===== src/rtl/priority_event_encoder_pkg.sv =====
// Shared types and helpers for the registered priority event encoder.
// Holds the handshake FSM state encoding and the one-hot to index conversion.
package prio_enc_pkg;

    localparam int MAX_N     = 64;
    localparam int MAX_IDX_W = 6;

    typedef enum logic {
        IDLE = 1'b0,
        HOLD = 1'b1
    } state_t;

    // OR-reduction encoder: valid only for a one-hot (or all-zero) input.
    function automatic logic [MAX_IDX_W-1:0] onehot_to_idx(input logic [MAX_N-1:0] oh);
        logic [MAX_IDX_W-1:0] idx;
        idx = '0;
        for (int i = 0; i < MAX_N; i++) begin
            if (oh[i]) begin
                idx = idx | MAX_IDX_W'(i);
            end
        end
        return idx;
    endfunction

endpackage


===== src/rtl/priority_event_encoder_find_first.sv =====
// Combinational lowest-set-bit finder: reports whether any bit is set and the
// index of the lowest one.
module prio_find_first
    import prio_enc_pkg::*;
#(
    parameter int N = 8,
    parameter int W = $clog2(N)
) (
    input  logic [N-1:0] vec,
    output logic         found,
    output logic [W-1:0] idx
);

    logic [N-1:0] lowest;

    // Two's-complement trick isolates the lowest set bit as a one-hot.
    assign lowest = vec & (~vec + N'(1));
    assign found  = |vec;
    assign idx    = W'(onehot_to_idx(MAX_N'(lowest)));

endmodule


===== src/rtl/priority_event_encoder.sv =====
// Sticky event capture with fixed-priority or round-robin issue of one index
// per valid/ready handshake; all outputs are registered.
module priority_event_encoder
    import prio_enc_pkg::*;
#(
    parameter  int N           = 8,
    parameter  int ROUND_ROBIN = 0,
    localparam int W           = $clog2(N)
) (
    input  logic         clk,
    input  logic         rst,
    input  logic [N-1:0] req,
    output logic         out_valid,
    input  logic         out_ready,
    output logic [W-1:0] out_idx,
    output logic [N-1:0] pending,
    output logic         overflow
);

    state_t       state_q, state_d;
    logic [N-1:0] pending_q, pending_d;
    logic [N-1:0] load_mask;
    logic [W-1:0] out_idx_q, out_idx_d;
    logic         overflow_q, overflow_d;
    logic         load;
    logic         sel_found;
    logic [W-1:0] sel_idx;

    if (ROUND_ROBIN != 0) begin : g_rr
        logic [W-1:0] ptr_q, ptr_d;
        logic [N-1:0] ge_mask;
        logic         m_found, a_found;
        logic [W-1:0] m_idx, a_idx;

        always_comb begin
            ge_mask = '0;
            for (int i = 0; i < N; i++) begin
                ge_mask[i] = (i >= int'(ptr_q));
            end
        end

        prio_find_first #(.N(N), .W(W)) u_masked (
            .vec   (pending_q & ge_mask),
            .found (m_found),
            .idx   (m_idx)
        );

        prio_find_first #(.N(N), .W(W)) u_all (
            .vec   (pending_q),
            .found (a_found),
            .idx   (a_idx)
        );

        // Search from ptr upward first, then wrap to the lowest set bit.
        assign sel_found = a_found;
        assign sel_idx   = m_found ? m_idx : a_idx;

        always_comb begin
            ptr_d = ptr_q;
            if (load) begin
                ptr_d = (sel_idx == W'(N - 1)) ? '0 : sel_idx + W'(1);
            end
        end

        always_ff @(posedge clk or posedge rst) begin
            if (rst) begin
                ptr_q <= '0;
            end else begin
                ptr_q <= ptr_d;
            end
        end
    end else begin : g_fixed
        prio_find_first #(.N(N), .W(W)) u_all (
            .vec   (pending_q),
            .found (sel_found),
            .idx   (sel_idx)
        );
    end

    always_comb begin
        state_d   = state_q;
        out_idx_d = out_idx_q;
        load      = 1'b0;
        case (state_q)
            IDLE: begin
                if (sel_found) begin
                    load    = 1'b1;
                    state_d = HOLD;
                end
            end
            HOLD: begin
                // A held index is never re-selected until the consumer takes it.
                if (out_ready) begin
                    if (sel_found) begin
                        load = 1'b1;
                    end else begin
                        state_d = IDLE;
                    end
                end
            end
            default: state_d = IDLE;
        endcase
        if (load) begin
            out_idx_d = sel_idx;
        end
    end

    // A request landing on the bit being loaded re-arms it (set wins).
    always_comb begin
        load_mask  = load ? (N'(1) << sel_idx) : '0;
        pending_d  = (pending_q & ~load_mask) | req;
        overflow_d = |(req & pending_q & ~load_mask);
    end

    always_ff @(posedge clk or posedge rst) begin
        if (rst) begin
            state_q    <= IDLE;
            pending_q  <= '0;
            out_idx_q  <= '0;
            overflow_q <= 1'b0;
        end else begin
            state_q    <= state_d;
            pending_q  <= pending_d;
            out_idx_q  <= out_idx_d;
            overflow_q <= overflow_d;
        end
    end

    assign out_valid = (state_q == HOLD);
    assign out_idx   = out_idx_q;
    assign pending   = pending_q;
    assign overflow  = overflow_q;

endmodule


===== config.mk =====
export PLATFORM = sky130hd
export DESIGN_NAME = priority_event_encoder
export DESIGN_NICKNAME = d
export VERILOG_FILES = /design/src/rtl/priority_event_encoder_pkg.sv /design/src/rtl/priority_event_encoder_find_first.sv /design/src/rtl/priority_event_encoder.sv
export SDC_FILE = /design/constraint.sdc
export NUM_CORES = 1
export LEC_CHECK = 0
export CAP_MARGIN = 0
export CORE_ASPECT_RATIO = 0.9
export CORE_MARGIN = 2
export CORE_UTILIZATION = 43
export DETAILED_ROUTE_END_ITERATION = 12
export MAX_ROUTING_LAYER = met4
export PLACE_DENSITY = 0.83
export SLEW_MARGIN = 20
export SYNTH_ARGS = -nofsm -noshare
export SYNTH_HDL_FRONTEND = slang
export SYNTH_HIERARCHICAL = 1
export SYNTH_SLANG_ARGS = --single-unit

===== constraint.sdc =====
create_clock -name clk -period 2.44 [get_ports clk]
set_clock_uncertainty 0.05 [all_clocks]
set_input_delay 0.732 -clock clk [delete_from_list [all_inputs] [get_ports clk]]
set_output_delay 0.732 -clock clk [all_outputs]
set_load 0.1 [all_outputs]

==> impl_metrics.csv, run 1 <==
group,metric,value,unit
yosys,yosysWarningCount,6,
hold_path,holdPathStages,2,
yosys,syn-num-nets,85,
sta,rsz0062_at_grt,"false",
yosys,synth_most_common_cell,"dfrtp_1",
floorplan,die-area,0.00199,sq mm
yosys,seq_area_frac_synth,0.458,
global_routing,grt_max_degree,15,
sta,setup_tns,0,ps
sta,slew-limit-headroom,0.562,
floorplan,ioPinCount,24,
yosys,synth_cell_types,28,
cts,cts_root_buffer,"clkbuf_4",
sta,hold_viol_final,0,
sta,fin_ws,225,ps
pwr,comb_power_share,0.243,
pwr,p_sw_frac,0.326,
pwr,powerDensity,492,mW/mm^2
status,status,"complete, no violations",
critical_path,crit_path_top_delay_cell,"dfrtp_1",
floorplan,die_w,46.9,um
detailed_routing,wl_per_cell,13.5,um
yosys,synth-edff-count,0,
cts,cts_tree,"yes",
sta,timing.fmax,452,MHz
yosys,syn-cell-area,711,sq um
yosys,synth_top_cell_by_area,"dfrtp_1",
critical_path,crit_cells,6,
layout,regArea,328,sq um
job,cap_violations,0,
pwr,internal_power,0.321,mW
placement,gp_congestion,0.822,
cts,cts_setup_buffers,0,
sta,finalCritPeriodShare,0.908,
critical_path,crit_path_cell_trace,"nor4_2, and3b_1, nor3b_4, a31oi_1, nor4_1, o2111ai_1",
cts,clkLatencyLatePin,270,ps
pwr,clkPwrFrac,0.280,
floorplan,fp.dieH,42.6,um
floorplan,placementRows,13,
critical_path,r2r_cells,6,
yosys,yosysTopAreaCellShare,0.458,
detailed_routing,drc,0,
global_routing,grt_overflow_total,0,
yosys,avgSynthCellArea,9.60,sq um
global_routing,track_usage,0.199,
floorplan,core,0.00150,sq mm
layout,multi_input_area,365,sq um
yosys,ys.flop_type,"dfrtp_1",
pwr,p_leak,0.404,nW
placement,place_ws,219,ps
cts,cts_sinks,13,
yosys,ys_top_cells_by_count,"dfrtp_1, nand2_1, nand3_1, a21o_1",
global_routing,grt_pass1_wl,2.77,mm
sta,slew_viol_final,0,
cts,cts_buffers,3,
cts,cts_max_level,1,
global_routing,grt_pass1_vias,623,
placement,dp.final_hpwl,1.25,mm
yosys,synth.area.top_cells,"dfrtp_1, nand3_1, a21o_1",
layout,layout.nets,112,
cts,cts_resized,0,
layout,area_growth,36.3,%
yosys,async_flop_share,1.00,
detailed_routing,drt_iter0_drc,15,
critical_path,critical_path_arrival,2290,ps
layout,n_fill_cell,147,
detailed_routing,drtPass1Iterations,4,
floorplan,start_util,0.475,
cts,hold_buffers,0,
yosys,synth_seq_cells,13,
cts,cts.path.max_buffers,2,
critical_path,worst_setup_path_end_kind,"flop",
critical_path,cp_max_fo,6,
cts,clk_pin_slew,80,ps
pwr,switchingPower,0.155,mW
critical_path,cp_top_family,"simple AND/OR/NAND/NOR gates",
sta,setup_viol,0,
critical_path,critPathLaunchType,"flop",
global_routing,antenna_found_initial,0,
layout,diodes,0,
detailed_routing,via_count,674,
yosys,syn_inst,74,
pwr,ir_worst_vdd,0.327,mV
detailed_routing,postRouteWirelength,1.65,mm
detailed_routing,avgViaCountPerCell,5.52,
critical_path,cp_data_required_time,2520,ps
critical_path,worstSetupPathType,"flop to flop",
placement,io_buffer_count,23,
detailed_routing,ant_nets,0,
critical_path,worst-path-buf-inv,0,
hold_path,min_path_type,"flop to flop",
sta,fin_crit,2210,ps
pwr,pwr-share-seq,0.477,
sta,worst_pin_slew,650,ps
critical_path,critPathMaxStageDelay,480,ps
layout,drive_gt1_frac,0.280,
power groups by stage:
stage,Combinational [mW],Sequential [mW],Clock [mW]
2_1_floorplan,0.0364,0.275,0
3_3_place_gp,0.114,0.231,0
3_5_place_dp,0.116,0.232,0
4_1_cts,0.116,0.227,0.137
5_1_grt,0.124,0.228,0.154
6_report,0.116,0.227,0.133
path summary, 6_finish.rpt:
check                      startpoint          to  slack (ps)
setup / recovery           pending[4]    overflow         230
hold / removal             out_idx[1]  out_idx[1]         450
setup reg to reg           pending[4]    overflow         230
hold reg to reg            out_idx[1]  out_idx[1]         450
max in group asynchronous         rst  pending[7]        1250
min in group asynchronous         rst  pending[1]         720
placed cells by master (no fill, tap or decap), types with 2 or more instances in the layout:
| cell | n |
|---|---|
| o21ai_0 | 3 |
| and3b_1 | 2 |
| nand2b_1 | 2 |
| nand3_1 | 9 |
| a31oi_1 | 4 |
| nor2_1 | 3 |
| buf_4 | 14 |
| dfrtp_1 | 11 |
| clkdlybuf4s50_1 | 10 |
| mux2_2 | 2 |
| clkbuf_4 | 3 |
| a21o_1 | 6 |
| dfrtp_2 | 2 |
| inv_1 | 4 |
| nand2_1 | 9 |
cell type report:
cell class	count	area share
Clock buffer	3	0.0233
Sequential cell	13	0.339
Clock inverter	1	0.00517
Timing Repair Buffer	24	0.212
Inverter	4	0.0155
Multi-Input combinational cell	55	0.377
Tap cell	22	0.0284
worst reg2reg max path, cell delays in order (launching register included):
cell,delay (ps)
dfrtp_1,480
nor4_2,350
and3b_1,300
nor3b_4,270
a31oi_1,120
nor4_1,320
o2111ai_1,180
state kept, by name (all words and copies together), names as in the netlist:
register	cells
pending	8
out_idx	3
out_valid	1
overflow	1
through the flow:
| step | instance area, sq um | hold WS, ps | instances | power (mW) | util |
|---|---|---|---|---|---|
| 4_1_cts | 968 | 457 | 122 | 0.480 | 0.647 |
| 5_1_grt | 968 | 504 | 122 | 0.506 | 0.647 |
| 6_report | 968 | 446 | 122 | 0.476 | 0.647 |
| 3_3_place_gp | 941 | 423 | 118 | 0.345 | 0.629 |
| 2_1_floorplan | 721 | 559 | 74 | 0.312 | - |
| 3_5_place_dp | 941 | 430 | 118 | 0.347 | 0.629 |
logic make-up (layout without fill, tap and decap cells):
logic type / after synthesis / in the layout / share of synthesized area
and+or+nand+nor: 33 / 33 / 0.276
DFF: 13 / 13 / 0.458
buffers and inverters: 6 / 32 / 0.0387
AOI/OAI and AO/OA: 20 / 20 / 0.195
muxes: 2 / 2 / 0.0317
layer usage:
| layer | share of wire | GRT usage | up-vias | wire length [um] |
|---|---|---|---|---|
| met3 | 0.063 | 0.0259 | 2 | 104 |
| met1 | 0.47 | 0.278 | 319 | 772 |
| met5 | 0 | - | - | 0 |
| met2 | 0.46 | 0.285 | 29 | 766 |
| met4 | 0.0036 | 0.0833 | 0 | 6 |
| li1 | - | - | 324 | - |
Note: power is estimated with default switching activity, not from simulation.
==> inputs of run 2 (changes only) <==
ABC_AREA = 1   (was default)
CORE_UTILIZATION = 44   (was 43)
==> run 2 against run 1 <==
Net effect: core utilization decreased by 3.2 points; synthesized area increased by 7.4%; combinational power about the same; non-clock buffer count decreased by 1; largest cell class unchanged; critical path type is now input port to flop; cell area increased by 4.5%; critical path depth increased by 2; register-to-register slack improved by 420 ps.
==> impl_metrics.csv, run 2 <==
group,metric,value,unit
layout,final_cell_mix,"nand2_1, inv_1, dfrtp_1, buf_4, clkdlybuf4s50_1",
layout,drive_gt1_frac,0.145,
critical_path,critical_path_arrival,2000,ps
floorplan,start_util,0.464,
yosys,synth_seq_cells,13,
hold_path,holdPathStages,2,
critical_path,cp_data_required_time,2550,ps
hold_path,worstHoldStart,"out_idx[0]",
global_routing,antenna_found_initial,0,
layout,stdcell_count,162,
global_routing,grt_max_degree,15,
pwr,p_sw_frac,0.320,
yosys,synth_cell_types,16,
sta,slew-limit-headroom,0.663,
cts,cts_tree,"yes",
sta,fin_crit,1880,ps
yosys,yosysWarningCount,6,
critical_path,cp_max_fo,14,
detailed_routing,via_count,756,
hold_path,whs_endpoint,"out_idx[0]",
cts,cts.path.max_buffers,2,
cts,cts_resized,0,
placement,dp.final_hpwl,1.25,mm
floorplan,fp.dieH,43.5,um
cts,cts_root_buffer,"clkbuf_4",
placement,io_buffer_count,23,
layout,area_growth,32.6,%
pwr,pwr-share-seq,0.479,
detailed_routing,postRouteWirelength,1.65,mm
placement,place_inst,158,
yosys,syn_inst,112,
cts,cts_buffers,3,
yosys,synth_most_common_cell,"nand2_1",
critical_path,worstSetupPathType,"input port to flop",
global_routing,grt_overflow_total,0,
detailed_routing,wl_per_cell,10.2,um
hold_path,min_path_type,"flop to flop",
pwr,comb_power_share,0.241,
detailed_routing,avgViaCountPerCell,4.67,
global_routing,grt_pass1_wl,2.60,mm
yosys,yosysTopAreaCellShare,0.426,
yosys,ys.flop_type,"dfrtp_1",
pwr,p_leak,0.536,nW
yosys,seq_area_frac_synth,0.426,
global_routing,grt_pass1_vias,648,
pwr,powerDensity,465,mW/mm^2
cts,clkLatencyLatePin,270,ps
yosys,ys_top_cells_by_count,"nand2_1, inv_1, dfrtp_1, o21ai_0, nor2_1",
cts,hold_buffers,0,
pwr,switchingPower,0.151,mW
yosys,async_flop_share,1.00,
cts,cts_sinks,13,
critical_path,rr_startpoint,"pending[5]",
floorplan,placementRows,14,
yosys,synth-edff-count,0,
detailed_routing,drc,0,
critical_path,rr_endpoint,"overflow",
floorplan,ioPinCount,24,
critical_path,worst_setup_path_end_kind,"flop",
critical_path,critPathLaunchType,"input port",
pwr,internal_power,0.320,mW
cts,clk_pin_slew,80,ps
sta,rsz0062_at_grt,"false",
sta,setup_viol,0,
sta,finalCritPeriodShare,0.772,
layout,fin_util,0.615,
sta,hold_viol_final,0,
detailed_routing,ant_nets,0,
pwr,ir_worst_vdd,0.340,mV
detailed_routing,drtPass1Iterations,4,
floorplan,die-area,0.00208,sq mm
global_routing,track_usage,0.179,
yosys,syn-cell-area,763,sq um
detailed_routing,drt_iter0_drc,16,
critical_path,r2r_cells,8,
layout,largest_register_ffs,8,
status,status,"complete, no violations",
job,cap_violations,0,
pwr,clkPwrFrac,0.280,
floorplan,die_w,47.9,um
layout,final_common_cell,"nand2_1",
yosys,synth_top_cell_by_area,"dfrtp_1",
layout,layout.nets,150,
cts,cts_setup_buffers,0,
sta,setup_tns,0,ps
yosys,syn-num-nets,123,
layout,diodes,0,
sta,worst_pin_slew,505,ps
yosys,synth.area.top_cells,"dfrtp_1, nand2_1, inv_1",
sta,slew_viol_final,0,
placement,gp_congestion,0.823,
floorplan,core,0.00165,sq mm
sta,timing.fmax,531,MHz
critical_path,regToRegSetupSlack,650,ps
yosys,avgSynthCellArea,6.81,sq um
cts,cts_max_level,1,
-- run 2: cell types whose count changed after synthesis, sizes merged, moves of 4 or more --
cell   previous run  this run
a31oi             4         0
inv               4        23
nand2             9        41
nand3             9         5
nor2              3         8
o21ai             3         8
-- run 2: cell families after synthesis --
logic type | Yosys count | share of synthesized area
buf+inv | 24 | 0.120
flops | 13 | 0.426
simple gates | 56 | 0.295
compound gates | 19 | 0.159
-- run 2: worst max-delay path by stage --
| stage | end | start | cells past startpoint |
|---|---|---|---|
| finish | overflow | out_ready | 8 |
| global route | overflow | out_ready | 8 |
| CTS | overflow | out_ready | 8 |
| detailed placement | overflow | out_ready | 8 |
| global placement | overflow | out_ready | 8 |
| floorplan | overflow | pending[6] | 8 |
-- run 2: layout make-up --
| cell class | count | area (sq um) |
|---|---|---|
| Multi-Input combinational cell | 75 | 347 |
| Sequential cell | 13 | 325 |
| Timing Repair Buffer | 23 | 198 |
| Clock buffer | 4 | 26.3 |
| Tap cell | 24 | 30.0 |
| Fill cell | 157 | 634 |
| Inverter | 23 | 86.3 |
-- run 2: critical path, stage by stage --
cell,delay (ps)
clkdlybuf4s50_1,450
inv_1,60
nand2_1,70
nand2_1,230
o21bai_1,230
nand2_1,70
nor2_1,100
nand2_1,60
-- run 2: layer usage --
metal	wire length [um]	global-route usage
met5	0	-
met4	28	0.0811
met3	85	0.0375
met2	735	0.245
met1	796	0.251
-- run 2: power groups by stage --
stage | Clock (mW) | Sequential [mW] | Combinational (mW)
2_1_floorplan | 0 | 0.270 | 0.0373
3_3_place_gp | 0 | 0.229 | 0.112
3_5_place_dp | 0 | 0.230 | 0.113
4_1_cts | 0.138 | 0.225 | 0.114
5_1_grt | 0.146 | 0.227 | 0.122
6_report | 0.132 | 0.225 | 0.113
-- run 2: stage by stage --
step / hold WS [ps] / setup slack, ps / power, mW / cell area, sq um
final: 456 / 556 / 0.471 / 1010
after global routing: 495 / 402 / 0.494 / 1010
after CTS: 459 / 580 / 0.477 / 1010
after detailed placement: 433 / 294 / 0.342 / 986
after global placement: 438 / 335 / 0.341 / 986
after floorplan: 559 / 270 / 0.308 / 763
